**config.mk**
```make
export PLATFORM = sky130hd
export DESIGN_NAME = snake_body_engine
export DESIGN_NICKNAME = d
export VERILOG_FILES = /design/src/rtl/snake_body_engine.sv
export SDC_FILE = /design/constraint.sdc
export NUM_CORES = 2
export LEC_CHECK = 0
export ABC_CLOCK_PERIOD_IN_PS = 9000
export BUFFER_PORTS_ARGS = -buffer_cell sky130_fd_sc_hd__buf_2
export CORE_MARGIN = 10
export CORE_UTILIZATION = 45
export DETAILED_ROUTE_END_ITERATION = 6
export RECOVER_POWER = 100
export SLEW_MARGIN = 20
export SYNTH_ARGS = -nofsm -noshare
export SYNTH_HDL_FRONTEND = slang
export SYNTH_SLANG_ARGS = --single-unit
```
**constraint.sdc**
```tcl
create_clock -name clk -period 9 [get_ports clk]
set_clock_uncertainty 0.15 [all_clocks]
set_input_delay 0 -clock clk [delete_from_list [all_inputs] [get_ports clk]]
set_output_delay 0 -clock clk [all_outputs]
set_load 0.02 [all_outputs]
```
**src/rtl/snake_body_engine.sv**
```systemverilog
`default_nettype none
// snake_body_engine -- circular-buffer snake body with per-tick erase-tail / draw-head pixel commands.
// Revision: 1.0
module snake_body_engine #(
  parameter int         X_W          = 8,
  parameter int         Y_W          = 7,
  parameter int         MAX_LEN      = 128,
  parameter int         GRID_W       = 160,
  parameter int         GRID_H       = 120,
  parameter int         START_X      = 60,
  parameter int         START_Y      = 40,
  parameter bit         WRAP         = 1'b0,
  parameter logic [2:0] SNAKE_COLOUR = 3'b010,
  parameter logic [2:0] BG_COLOUR    = 3'b000,
  parameter logic [2:0] DEAD_COLOUR  = 3'b100,
  localparam int        PTR_W        = $clog2(MAX_LEN),
  localparam int        LEN_W        = PTR_W + 1
) (
  input  logic             clk,
  input  logic             reset,
  input  logic             tick,
  input  logic [1:0]       direction,
  input  logic             grow,
  output logic [X_W-1:0]   x,
  output logic [Y_W-1:0]   y,
  output logic [2:0]       colour,
  output logic             plot,
  output logic [X_W-1:0]   head_x,
  output logic [Y_W-1:0]   head_y,
  output logic [LEN_W-1:0] length,
  output logic             busy,
  output logic             game_over
);

  typedef enum logic [2:0] {
    S_INIT  = 3'd0,
    S_IDLE  = 3'd1,
    S_CALC  = 3'd2,
    S_SCAN  = 3'd3,
    S_ERASE = 3'd4,
    S_DRAW  = 3'd5,
    S_DEAD  = 3'd6
  } state_t;

  state_t r_state, w_state_n;

  logic [X_W+Y_W-1:0] r_body [MAX_LEN];
  logic [PTR_W-1:0]   r_head_ptr, r_scan_cnt, r_scan_last, w_scan_idx, w_tail_idx;
  logic [1:0]         r_dir;
  logic               r_grow_pending, r_grow_now, w_grow_now, w_wall, w_hit;
  logic [X_W-1:0]     r_nx, w_nx;
  logic [Y_W-1:0]     r_ny, w_ny;
  logic [LEN_W-1:0]   w_scan_len;

  assign w_scan_idx = r_head_ptr - r_scan_cnt;
  assign w_tail_idx = r_head_ptr - PTR_W'(length) + PTR_W'(1);
  assign w_hit      = (r_body[w_scan_idx] == {r_nx, r_ny});
  assign w_grow_now = r_grow_pending && (length < LEN_W'(MAX_LEN));
  // The vacating tail is left out of the scan unless the body is growing.
  assign w_scan_len = w_grow_now ? length : length - LEN_W'(1);

  // Next head cell and wall detection (UP decreases y, screen orientation).
  always_comb begin
    w_nx   = head_x;
    w_ny   = head_y;
    w_wall = 1'b0;
    case (r_dir)
      2'b00: if (head_x == '0) begin
               if (WRAP) w_nx = X_W'(GRID_W - 1); else w_wall = 1'b1;
             end else w_nx = head_x - X_W'(1);
      2'b01: if (head_y == '0) begin
               if (WRAP) w_ny = Y_W'(GRID_H - 1); else w_wall = 1'b1;
             end else w_ny = head_y - Y_W'(1);
      2'b10: if (head_y == Y_W'(GRID_H - 1)) begin
               if (WRAP) w_ny = '0; else w_wall = 1'b1;
             end else w_ny = head_y + Y_W'(1);
      default: if (head_x == X_W'(GRID_W - 1)) begin
               if (WRAP) w_nx = '0; else w_wall = 1'b1;
             end else w_nx = head_x + X_W'(1);
    endcase
  end

  always_comb begin
    w_state_n = r_state;
    case (r_state)
      S_INIT:  w_state_n = S_IDLE;
      S_IDLE:  if (tick) w_state_n = S_CALC;
      S_CALC:  if (w_wall)                 w_state_n = S_DEAD;
               else if (w_scan_len == '0)  w_state_n = S_ERASE;
               else                        w_state_n = S_SCAN;
      S_SCAN:  if (w_hit)                          w_state_n = S_DEAD;
               else if (r_scan_cnt == r_scan_last) w_state_n = r_grow_now ? S_DRAW : S_ERASE;
      S_ERASE: w_state_n = S_DRAW;
      S_DRAW:  w_state_n = S_IDLE;
      S_DEAD:  w_state_n = S_DEAD;
      default: w_state_n = S_INIT;
    endcase
  end

  always_ff @(posedge clk) begin
    if (reset) r_state <= S_INIT;
    else       r_state <= w_state_n;
  end

  // Body storage; not reset, INIT seeds index 0 before any read.
  always_ff @(posedge clk) begin
    if (!reset) begin
      if (r_state == S_INIT)
        r_body[0] <= {X_W'(START_X), Y_W'(START_Y)};
      else if (w_state_n == S_DRAW)
        r_body[r_head_ptr + PTR_W'(1)] <= {r_nx, r_ny};
    end
  end

  // Pixel commands are registered on the edge that enters the commanding state.
  always_ff @(posedge clk) begin
    if (reset) begin
      plot           <= 1'b0;
      x              <= '0;
      y              <= '0;
      colour         <= '0;
      head_x         <= X_W'(START_X);
      head_y         <= Y_W'(START_Y);
      length         <= LEN_W'(1);
      game_over      <= 1'b0;
      busy           <= 1'b1;
      r_grow_pending <= 1'b0;
      r_head_ptr     <= '0;
      r_dir          <= 2'b00;
      r_grow_now     <= 1'b0;
      r_scan_cnt     <= '0;
      r_scan_last    <= '0;
      r_nx           <= '0;
      r_ny           <= '0;
    end else begin
      plot <= 1'b0;
      busy <= (w_state_n != S_IDLE) && (w_state_n != S_DEAD);
      if (grow && r_state != S_DEAD) r_grow_pending <= 1'b1;

      case (r_state)
        S_INIT: begin
          plot   <= 1'b1;
          x      <= X_W'(START_X);
          y      <= Y_W'(START_Y);
          colour <= SNAKE_COLOUR;
        end
        S_IDLE: if (tick) r_dir <= direction;
        S_CALC: begin
          r_grow_pending <= grow;
          r_grow_now     <= w_grow_now;
          r_nx           <= w_nx;
          r_ny           <= w_ny;
          r_scan_cnt     <= '0;
          r_scan_last    <= PTR_W'(w_scan_len - LEN_W'(1));
        end
        S_SCAN: r_scan_cnt <= r_scan_cnt + PTR_W'(1);
        default: ;
      endcase

      if (w_state_n == S_DEAD && r_state != S_DEAD) begin
        plot      <= 1'b1;
        x         <= head_x;
        y         <= head_y;
        colour    <= DEAD_COLOUR;
        game_over <= 1'b1;
      end
      if (w_state_n == S_ERASE) begin
        plot   <= 1'b1;
        {x, y} <= r_body[w_tail_idx];
        colour <= BG_COLOUR;
      end
      if (w_state_n == S_DRAW) begin
        plot       <= 1'b1;
        x          <= r_nx;
        y          <= r_ny;
        colour     <= SNAKE_COLOUR;
        head_x     <= r_nx;
        head_y     <= r_ny;
        r_head_ptr <= r_head_ptr + PTR_W'(1);
        if (r_grow_now) length <= length + LEN_W'(1);
      end
    end
  end

endmodule
`default_nettype wire
```
==> results.yml <==
status:
  status: "complete, but fails checks"
  violations: "max-capacitance violations, max-slew violations"
hold_path:
  min_from: "reset"
  hold_class: "input pin to flop"
global_routing:
  grt_first_pass_wirelength_um: 445000
  grt_antenna_before_repair: 20
  grt_pass1_vias: 56300
  grt_max_degree: 129
  overflow: 0
  grt_use_total_pct: 27.0
worst_setup_path:
  crit_start: "r_head_ptr[1]"
  end_kind: "flop"
  critPathKind: "flop to flop"
  rrSetupSlack_ps: 280
  r2r-start: "r_head_ptr[1]"
  arrival_ps: 9050
  crit_fanout: 30
  critPathLaunchType: "flop"
  worstPathRequired_ps: 9330
timing:
  slew_violations: 10
  setup_viol: 0
  layout_min_cycle_time_ps: 8720
  hold_viol_final: 0
  max_freq_ghz: 0.115
  finalCritPeriodShare_pct: 96.9
  fin_setup_tns_ps: 0
  relSlewSlack_pct: -26.1
  worst_pin_slew_ps: 1870
  rsz0062_at_grt: "no"
yosys:
  yosys.area.top_type: "edfxtp_1"
  syn_nets: 5194
  synthMostInstantiatedCell: "edfxtp_1"
  async_reset_ff_share_pct: 0
  avgSynthCellArea_um2: 18.6
  yosysWarnings: 0
  synthTopCellsByArea: "edfxtp_1 60%, mux4_2 26%, dfxtp_1 1.8%"
  syn_area_mm2: 0.0957
  yosysUniqueCellTypes: 81
  synthTopCellsByCount: "1920 x edfxtp_1, 1098 x mux4_2, 440 x nand2_1"
  synth-seq-cells: 2006
  synth_edf_count: 1920
  synth_top_cell_area_share_pct: 60.3
  ys.flop_type: "edfxtp_1"
  yosysSeqAreaShare_pct: 62.1
  syn_inst: 5155
clocking:
  cts_max_path_buffers: 3
  cts_tree: "done"
  cts_resized: 0
  clock_latency_ps: 880
  clkTransAtPathRegs_ps: 60
  h-tree-depth: 4
  clock_sink_count: 2006
  clockRootBuffer: "clkbuf_16"
  cts_made_buffers: 207
die:
  dieArea_mm2: 0.231
  coreArea_mm2: 0.212
  top_level_ports: 50
  die-height_um: 481
  start_util_pct: 45.2
  num_rows: 169
  die_w_um: 481
routing:
  post_drt_wl_per_cell_um: 38.2
  dr.pass1.iters: 7
  drt-total-wl_um: 317000
  drc: 0
  drt_iter0_drc: 9001
  vias_per_cell: 6.98
  drtAntennaViolNets: 0
  dr_total_vias: 58000
pwr:
  powerDensity_mw_per_mm2: 191
  p_leak_nw: 33.2
  peakVddDrop_v: 0.000205
run:
  drv_cap: 1
cells_and_area:
  num-nets-final: 5345
  drive_above_1_share_pct: 31.8
  utilization_pct: 50.4
  areaGrowthSynthToFinish_pct: 11.6
place:
  routabilityCongestion: 0.956
  hpwlAfterDp_um: 196000
  portBuffers: 48
## per-layer routing
layer | GRT usage [%] | share of wire, % | vias to the layer above
met5 | 0 | 0.018 | -
met4 | 11.1 | 4.7 | 8
met2 | 39.9 | 45 | 4193
met1 | 38.0 | 38 | 30900
met3 | 7.31 | 12 | 659
li1 | - | - | 22200
## timing repair
action                    CTS  global route
hold buffers               13             0
hold endpoints to repair   76             0
setup buffers               0             0
## registers in the layout (all words and copies together), names as in the netlist, 2 cells and up
register     count
r_scan_cnt       7
r_dir            2
head_x           8
head_y           7
length           8
y                7
r_state          3
colour           2
r_head_ptr       7
x                8
r_ny             7
r_body        1920
r_scan_last      7
r_nx             8
## layout by cell type (no fill, tap or decap), drive strengths merged, types with 13 or more instances in the layout
cell,synthesis,final
edfxtp,1920,1920
and3,66,66
o21ai,37,37
a31oi,39,39
nand4,27,27
ha,31,31
a21oi,79,79
nand2b,15,15
clkbuf,203,427
nand2,440,440
inv,47,55
mux4,1098,1098
or3,16,16
mux2,15,15
o22ai,13,13
dlygate4sd3,0,13
a211oi,18,18
a211o,15,15
clkinv,0,88
a32oi,17,17
mux2i,104,104
bufinv,0,14
dfxtp,86,86
nor3,111,111
a311oi,25,25
buf,204,170
nand3,120,120
xor2,18,18
xnor2,44,44
nor4,45,45
nor2,133,133
## metrics by stage
step / area [um2] / std cells / power [mW] / setup WS (ps) / hold slack, ps
global route: 107000 / 8295 / 21.0 / 308 / 85.7
finish: 107000 / 8302 / 20.4 / 282 / 51.8
CTS: 108000 / 8294 / 20.5 / 945 / 9.44
detailed placement: 101000 / 7904 / 12.2 / 951 / 102
floorplan: 95700 / 5155 / 11.6 / 2010 / -11.4
global placement: 101000 / 7904 / 12.2 / 1100 / 82.1
## kinds of logic (layout without fill, tap and decap cells)
logic type,after synthesis,count (layout),synth area share [%]
other,1,8,0.00392
flip-flops,2006,2006,62.1
buffers and inverters,454,773,2.14
AND/OR/NAND/NOR,1025,1025,5.03
multiplexers,1217,1217,27.1
AO/OA/AOI/OAI,357,357,2.61
XOR/XNOR,62,62,0.599
adder cells (fa/ha/maj),33,33,0.447
## worst max-delay path: stages (launching register included)
cell,delay (ps)
dfxtp_1,430
inv_1,130
fa_4,1500
buf_12,320
buf_4,320
mux4_2,370
nand2_1,90
nand3_1,100
and3_1,230
a31oi_1,420
xnor2_1,140
o21ai_0,830
nand4_1,300
or3_1,600
o21ai_2,600
nor2_1,510
clkbuf_1,350
a21oi_2,170
clkbuf_2,670
## final timing paths
check	to	cells past startpoint
hold / removal	head_y[1]	4
hold reg to reg	game_over	2
setup / recovery	r_body[0][6]	18
setup reg to reg	r_body[0][6]	18
## area by class of cell
type	instances	area, um2
Fill cell	17000	105000
Antenna cell	7	17.5
Tap cell	2821	3530
Clock buffer	261	5490
Clock inverter	116	1010
Timing Repair Buffer	349	2670
Multi-Input combinational cell	2695	34500
Inverter	47	176
Sequential cell	2006	59400
## where the power goes
part	internal, mW	switching, mW	leakage [nW]
clock	4.71	3.69	3.18
combinational	0.742	1.11	11.4
sequential	10.1	0.0412	18.6
total	15.6	4.84	33.2
(Power assumes the default switching activity.)
